## config.mk

```make
export PLATFORM = sky130hd
export DESIGN_NAME = mips_fetch_queue
export DESIGN_NICKNAME = d
export VERILOG_FILES = /design/src/rtl/mips_fetch_queue.sv
export SDC_FILE = /design/constraint.sdc
export NUM_CORES = 1
export LEC_CHECK = 0
export CAP_MARGIN = 20
export CELL_PAD_IN_SITES_DETAIL_PLACEMENT = 1
export CELL_PAD_IN_SITES_GLOBAL_PLACEMENT = 1
export CORE_MARGIN = 2
export CORE_UTILIZATION = 40
export CTS_BUF_LIST = sky130_fd_sc_hd__clkbuf_8
export CTS_CLUSTER_DIAMETER = 50
export DETAILED_ROUTE_END_ITERATION = 8
export PLACE_DENSITY = 0.64
export SLEW_MARGIN = 25
export SYNTH_ARGS = -nofsm -noshare
export SYNTH_HDL_FRONTEND = slang
export SYNTH_SLANG_ARGS = --single-unit
```

## constraint.sdc

```tcl
create_clock -name clk -period 4.4 [get_ports clk]
set_input_delay 0.88 -clock clk [delete_from_list [all_inputs] [get_ports clk]]
set_output_delay 0.88 -clock clk [all_outputs]
set_load 0.01 [all_outputs]
```

## src/rtl/mips_fetch_queue.sv

```systemverilog
// rtl/mips_fetch_queue.sv - instruction prefetch queue feeding the MIPS32 IF/ID latch
module mips_fetch_queue #(
    parameter int          DEPTH    = 4,
    parameter int          ADDR_W   = 10,
    parameter logic [31:0] RESET_PC = 32'd0
) (
    input  logic                     clk,
    input  logic                     rst_n,
    output logic                     mem_req,
    output logic [ADDR_W-1:0]        mem_addr,
    input  logic                     mem_ack,
    input  logic                     mem_rvalid,
    input  logic [31:0]              mem_rdata,
    input  logic                     redirect,
    input  logic [31:0]              redirect_pc,
    input  logic                     halt,
    output logic                     out_valid,
    input  logic                     out_ready,
    output logic [31:0]              out_ir,
    output logic [31:0]              out_npc,
    output logic [$clog2(DEPTH):0]   level
);
    localparam int PW = $clog2(DEPTH);
    localparam int LW = PW + 1;

    logic [31:0]   fetch_pc;
    logic [31:0]   ir_q  [DEPTH];
    logic [31:0]   npc_q [DEPTH];
    logic [31:0]   sh_q  [DEPTH];
    logic [PW-1:0] rd_ptr, wr_ptr, sh_rd, sh_wr;
    logic [LW-1:0] inflight, drop_cnt, inflight_nxt;
    logic [LW:0]   credit_sum;
    logic          active;
    logic          accept, fifo_wr, fifo_rd;

    // active keeps mem_req low while reset is held, without a combinational path from rst_n
    assign credit_sum   = {1'b0, level} + {1'b0, inflight};
    assign mem_req      = active && !halt && (credit_sum < (LW+1)'(DEPTH));
    assign mem_addr     = fetch_pc[ADDR_W-1:0];
    assign accept       = mem_req && mem_ack;
    assign inflight_nxt = inflight + LW'(accept) - LW'(mem_rvalid);
    assign fifo_wr      = mem_rvalid && (drop_cnt == '0) && !redirect;
    assign fifo_rd      = out_valid && out_ready;
    assign out_valid    = (level != '0);
    assign out_ir       = out_valid ? ir_q[rd_ptr]  : 32'd0;
    assign out_npc      = out_valid ? npc_q[rd_ptr] : 32'd0;

    always_ff @(posedge clk or negedge rst_n) begin
        if (!rst_n) begin
            active   <= 1'b0;
            fetch_pc <= RESET_PC;
            sh_wr    <= '0;
            sh_rd    <= '0;
            inflight <= '0;
            drop_cnt <= '0;
        end else begin
            active   <= 1'b1;
            inflight <= inflight_nxt;
            if (redirect)
                fetch_pc <= redirect_pc;
            else if (accept)
                fetch_pc <= fetch_pc + 32'd1;
            if (accept)
                sh_wr <= sh_wr + 1'b1;
            if (mem_rvalid)
                sh_rd <= sh_rd + 1'b1;
            // everything still outstanding after this edge belongs to the old stream
            if (redirect)
                drop_cnt <= inflight_nxt;
            else if (mem_rvalid && (drop_cnt != '0))
                drop_cnt <= drop_cnt - 1'b1;
        end
    end

    always_ff @(posedge clk or negedge rst_n) begin
        if (!rst_n) begin
            rd_ptr <= '0;
            wr_ptr <= '0;
            level  <= '0;
        end else if (redirect) begin
            rd_ptr <= '0;
            wr_ptr <= '0;
            level  <= '0;
        end else begin
            if (fifo_wr)
                wr_ptr <= wr_ptr + 1'b1;
            if (fifo_rd)
                rd_ptr <= rd_ptr + 1'b1;
            level <= level + LW'(fifo_wr) - LW'(fifo_rd);
        end
    end

    always_ff @(posedge clk) begin
        if (accept)
            sh_q[sh_wr] <= fetch_pc;
        if (fifo_wr) begin
            ir_q[wr_ptr]  <= mem_rdata;
            npc_q[wr_ptr] <= sh_q[sh_rd] + 32'd1;
        end
    end

    assert property (@(posedge clk) disable iff (!rst_n) mem_rvalid |-> inflight != '0);

endmodule
```

==> results.py, run 1 <==
metrics = {
    "status": {
        "outcome": "finished clean",
    },
    "timing": {
        "pin_slew_with_the_least_headroom_to_its_limit_ns": 0.905,
        "layout_min_cycle_time_ns": 3.85,
        "hold_ws_ns": 0.357,
        "skew_ns": 0.0255,
        "finalSetupTns_ns": 0,
        "slew_headroom_pct": 39.6,
        "max_freq_mhz": 260,
        "period_utilisation_layout_pct": 87.5,
        "rsz0062_at_grt": "no",
        "final-setup-viol-count": 0,
        "finalHoldViolations": 0,
        "timing_max_transition_violations_final": 0,
    },
    "job": {
        "number_of_violations_of_the_max_capacitance_limit": 0,
    },
    "final_layout": {
        "n_fill_cell": 4285,
        "fin_cells": 1828,
        "final_util_pct": 48.5,
        "drive_above_1_share_pct": 18.3,
        "finish.net_count": 1271,
        "multiInputGateArea_mm2": 0.00469,
        "seq_area_mm2": 0.0128,
        "layout-area-overhead-vs-synth_pct": 20.1,
        "antenna-diode-count": 0,
    },
    "drt": {
        "met3WireLength_um": 1480,
        "first_pass_iters": 4,
        "detail_route.iter0.violations": 577,
        "drt-met1-wl_um": 17200,
        "route.detailed.drc": 0,
        "detailroute.via_count": 9286,
        "drtAntennaViolNets": 0,
        "routed.top_layer": "met4",
        "avgRoutedWirePerCell_um": 20.4,
        "vias_per_cell": 5.08,
        "routed_wirelength_um": 37200,
        "met2RoutedLength_um": 17900,
    },
    "synthesis": {
        "synth_fa_ha_area_share_pct": 1.49,
        "synth.net_count": 1085,
        "synth-edff-count": 384,
        "ys_seq_elements": 434,
        "synthDominantCellAreaShare_pct": 64.7,
        "syn-cell-area_mm2": 0.0178,
        "synth_cell_type_count": 44,
        "ys.warnings.count": 0,
        "ys.flop_type": "sky130_fd_sc_hd__edfxtp_1",
        "yosysTopAreaCell": "sky130_fd_sc_hd__edfxtp_1",
        "synthCells": 994,
        "synth_area_leaders": "sky130_fd_sc_hd__edfxtp_1 65%, sky130_fd_sc_hd__mux4_2 12%, sky130_fd_sc_hd__dfrtp_1 7.0%",
        "postSynthAreaPerCell_um2": 17.9,
        "main_combinational_cell_family_by_area_after_synthesis": "multiplexers",
        "async_reset_ff_share_pct": 11.5,
        "muxShareOfSynthArea_pct": 12.3,
        "yosys.area_share.xor_xnor_pct": 2.90,
        "synth-compound-area-share_pct": 1.66,
        "portion_of_the_post_synthesis_area_used_by_sequential_elements_pct": 71.8,
        "synth-simple-area-share_pct": 7.89,
    },
    "clock_network": {
        "cts_hold_buffers": 0,
        "clkSinkCount": 434,
        "cts_tree": "done",
        "numCtsBuffers": 73,
        "count_of_cells_resized_by_post_cts_repair": 0,
        "cts_max_path_buffers": 3,
        "cts.reportedPaths.clkPinSlew_ns": 0.06,
        "cts_htree_levels": 3,
        "post-cts-setup-buffers": 0,
        "worst_skew_pair.late_latency_ns": 0.62,
        "root_buffer": "sky130_fd_sc_hd__clkbuf_8",
    },
    "worst_setup_path": {
        "end_kind": "output pin",
        "worst_setup_sp_type": "register",
        "crit_path_top_delay_cell": "sky130_fd_sc_hd__or3_2",
        "critPathMaxFanout": 46,
        "crit_required_ns": 3.52,
        "crit_path_cell_trace": "or3_2 > buf_4 > and2_1 > clkdlybuf4s50_1",
        "slowest_delay_ns": 0.89,
        "worst_ep_arrival_time_ns": 2.97,
        "timing.critical_path.buf_inv": 2,
        "crit_type": "register to output pin",
        "cell_family_contributing_the_most_delay_on_the_critical_path": "simple AND/OR/NAND/NOR gates",
    },
    "floorplan": {
        "design.core.area_mm2": 0.0441,
        "fp.dieH_um": 215,
        "floorplan.initialDensity_pct": 40.4,
        "floorplan.die_area_mm2": 0.0462,
        "i_o_pin_total": 150,
        "row_count": 77,
        "die-width_um": 215,
    },
    "placement": {
        "dp.cells": 1697,
        "place_congestion": 0.702,
        "post-dp-hpwl_um": 23700,
        "numPortBuffers": 149,
    },
    "power_and_ir_drop": {
        "power_per_cell_area_mw_per_mm2": 555,
        "power_leakage_nw": 7.05,
        "vdd.ir_drop.worst_uv": 252,
    },
    "global_routing": {
        "grt-ovfl-total": 0,
        "antenna_violations_before_repair": 1,
        "global_route_wire_length_before_repair_um": 59200,
        "groute.usage.overall_pct": 16.6,
        "grt_max_degree": 57,
        "grt_pass1_vias": 10200,
    },
    "hold_path": {
        "min_path_type": "primary input to async pin",
    },
}
-- final cells by class --
cell class              count  share of cell area (%)
multi-input cells         481                    21.9
well taps                 592                    3.46
flip-flops and latches    434                    59.8
inverters                  22                   0.386
clock buffers              75                    4.83
repair buffers            168                    7.94
clock inverters            56                    1.67
-- worst register-to-register path, stage by stage (launching register included) --
cell	delay [ns]
sky130_fd_sc_hd__dfrtp_1	0.42
sky130_fd_sc_hd__ha_1	0.30
sky130_fd_sc_hd__or4b_1	0.50
sky130_fd_sc_hd__or4b_4	0.67
sky130_fd_sc_hd__or3_1	0.64
sky130_fd_sc_hd__or4_1	0.57
sky130_fd_sc_hd__a31oi_1	0.18
-- kinds of logic (layout without fill, tap and decap cells) --
family          after synthesis  count (layout)
buf+inv                      79             321
fa+ha+maj                    20              20
simple gates                253             253
compound gates               49              49
flops                       434             434
other cells                   1               1
xor+xnor                     59              59
mux                          99              99
-- report_power, final --
group | switching, mW | internal (mW) | leakage (nW) | total, mW
registers | 0.294 | 4.96 | 4.06 | 5.26
clock network | 1.58 | 1.79 | 0.771 | 3.37
logic | 1.56 | 1.69 | 2.23 | 3.25
total | 3.44 | 8.44 | 7.05 | 11.9
-- layer usage --
layer / global-route usage (%) / vias up
met4: 4.74 / 0
met3: 3.38 / 53
met5: 0 / -
met1: 22.9 / 4776
met2: 27.0 / 197
li1: - / 4260
-- state kept, by name (all words and copies together), names as in the netlist --
signal	count
rd_ptr	2
ir_q	128
inflight	3
active	1
level	3
sh_rd	2
sh_q	128
drop_cnt	3
npc_q	128
wr_ptr	2
sh_wr	2
fetch_pc	32
-- cell usage after synthesis, types with 2 or more instances --
library cell / instances
sky130_fd_sc_hd__nand2_1: 50
sky130_fd_sc_hd__a21oi_1: 2
sky130_fd_sc_hd__mux2i_1: 2
sky130_fd_sc_hd__or3_1: 3
sky130_fd_sc_hd__nor3_1: 18
sky130_fd_sc_hd__nand2b_1: 3
sky130_fd_sc_hd__and3_1: 14
sky130_fd_sc_hd__buf_2: 7
sky130_fd_sc_hd__edfxtp_1: 384
sky130_fd_sc_hd__nor4_1: 10
sky130_fd_sc_hd__o31ai_1: 9
sky130_fd_sc_hd__dfrtp_1: 50
sky130_fd_sc_hd__mux4_2: 96
sky130_fd_sc_hd__and2_1: 71
sky130_fd_sc_hd__inv_1: 22
sky130_fd_sc_hd__o21ai_0: 23
sky130_fd_sc_hd__ha_1: 18
sky130_fd_sc_hd__clkbuf_1: 29
sky130_fd_sc_hd__buf_1: 10
sky130_fd_sc_hd__nand3_1: 20
sky130_fd_sc_hd__a31oi_1: 11
sky130_fd_sc_hd__fa_1: 2
sky130_fd_sc_hd__and4_1: 9
sky130_fd_sc_hd__nor2_1: 27
sky130_fd_sc_hd__nand4_1: 9
sky130_fd_sc_hd__buf_4: 10
sky130_fd_sc_hd__xnor2_1: 34
sky130_fd_sc_hd__xor2_1: 25
sky130_fd_sc_hd__or4b_1: 3
sky130_fd_sc_hd__or4_1: 9
-- cells in the final DEF (no fill, tap or decap), types with 13 or more instances in the layout --
master and count:
sky130_fd_sc_hd__clkbuf_8 75, sky130_fd_sc_hd__ha_1 18, sky130_fd_sc_hd__buf_4 13, sky130_fd_sc_hd__xnor2_1 34, sky130_fd_sc_hd__nor2_1 27, sky130_fd_sc_hd__and3_1 14
sky130_fd_sc_hd__clkdlybuf4s50_1 147, sky130_fd_sc_hd__nor3_1 18, sky130_fd_sc_hd__dfrtp_1 47, sky130_fd_sc_hd__nand3_1 20, sky130_fd_sc_hd__edfxtp_1 384, sky130_fd_sc_hd__xor2_1 25
sky130_fd_sc_hd__and2_1 67, sky130_fd_sc_hd__nand2_1 50, sky130_fd_sc_hd__clkinv_1 18, sky130_fd_sc_hd__o21ai_0 23, sky130_fd_sc_hd__mux4_2 96, sky130_fd_sc_hd__inv_1 38
-- stage by stage --
stage / worst slack [ns] / power [mW] / cell area (um2)
finish: 0.550 / 11.9 / 21400
floorplan: 1.07 / 7.26 / 17800
global placement: 0.912 / 8.60 / 20000
detailed placement: 0.855 / 8.68 / 20000
global route: 0.343 / 12.5 / 21400
CTS: 0.441 / 12.1 / 21400
-- path summary, 6_finish.rpt --
kind                                            from                        to  slack [ns]  cells after the start
worst max-delay path              level[0]$_DFF_PN0_                out_ir[10]        0.55                      4
worst min-delay path                           rst_n     rd_ptr[1]$_DFFE_PN0P_        0.36                      1
worst max register to register    level[2]$_DFF_PN0_  fetch_pc[30]$_DFFE_PN0P_        1.04                      6
worst min register to register  sh_wr[0]$_DFFE_PN0P_      sh_wr[0]$_DFFE_PN0P_        0.56                      1
max in group asynchronous                      rst_n   fetch_pc[6]$_DFFE_PN0P_        3.22                      2
min in group clk                sh_wr[0]$_DFFE_PN0P_      sh_wr[0]$_DFFE_PN0P_        0.56                      1
Power figures use the tool's default switching activity.
==> run 2: changes to the inputs <==
CAP_MARGIN = 0   (was 20)
==> results of run 2 <==
Final layout, timing and power as in run 1 (identical DEF).
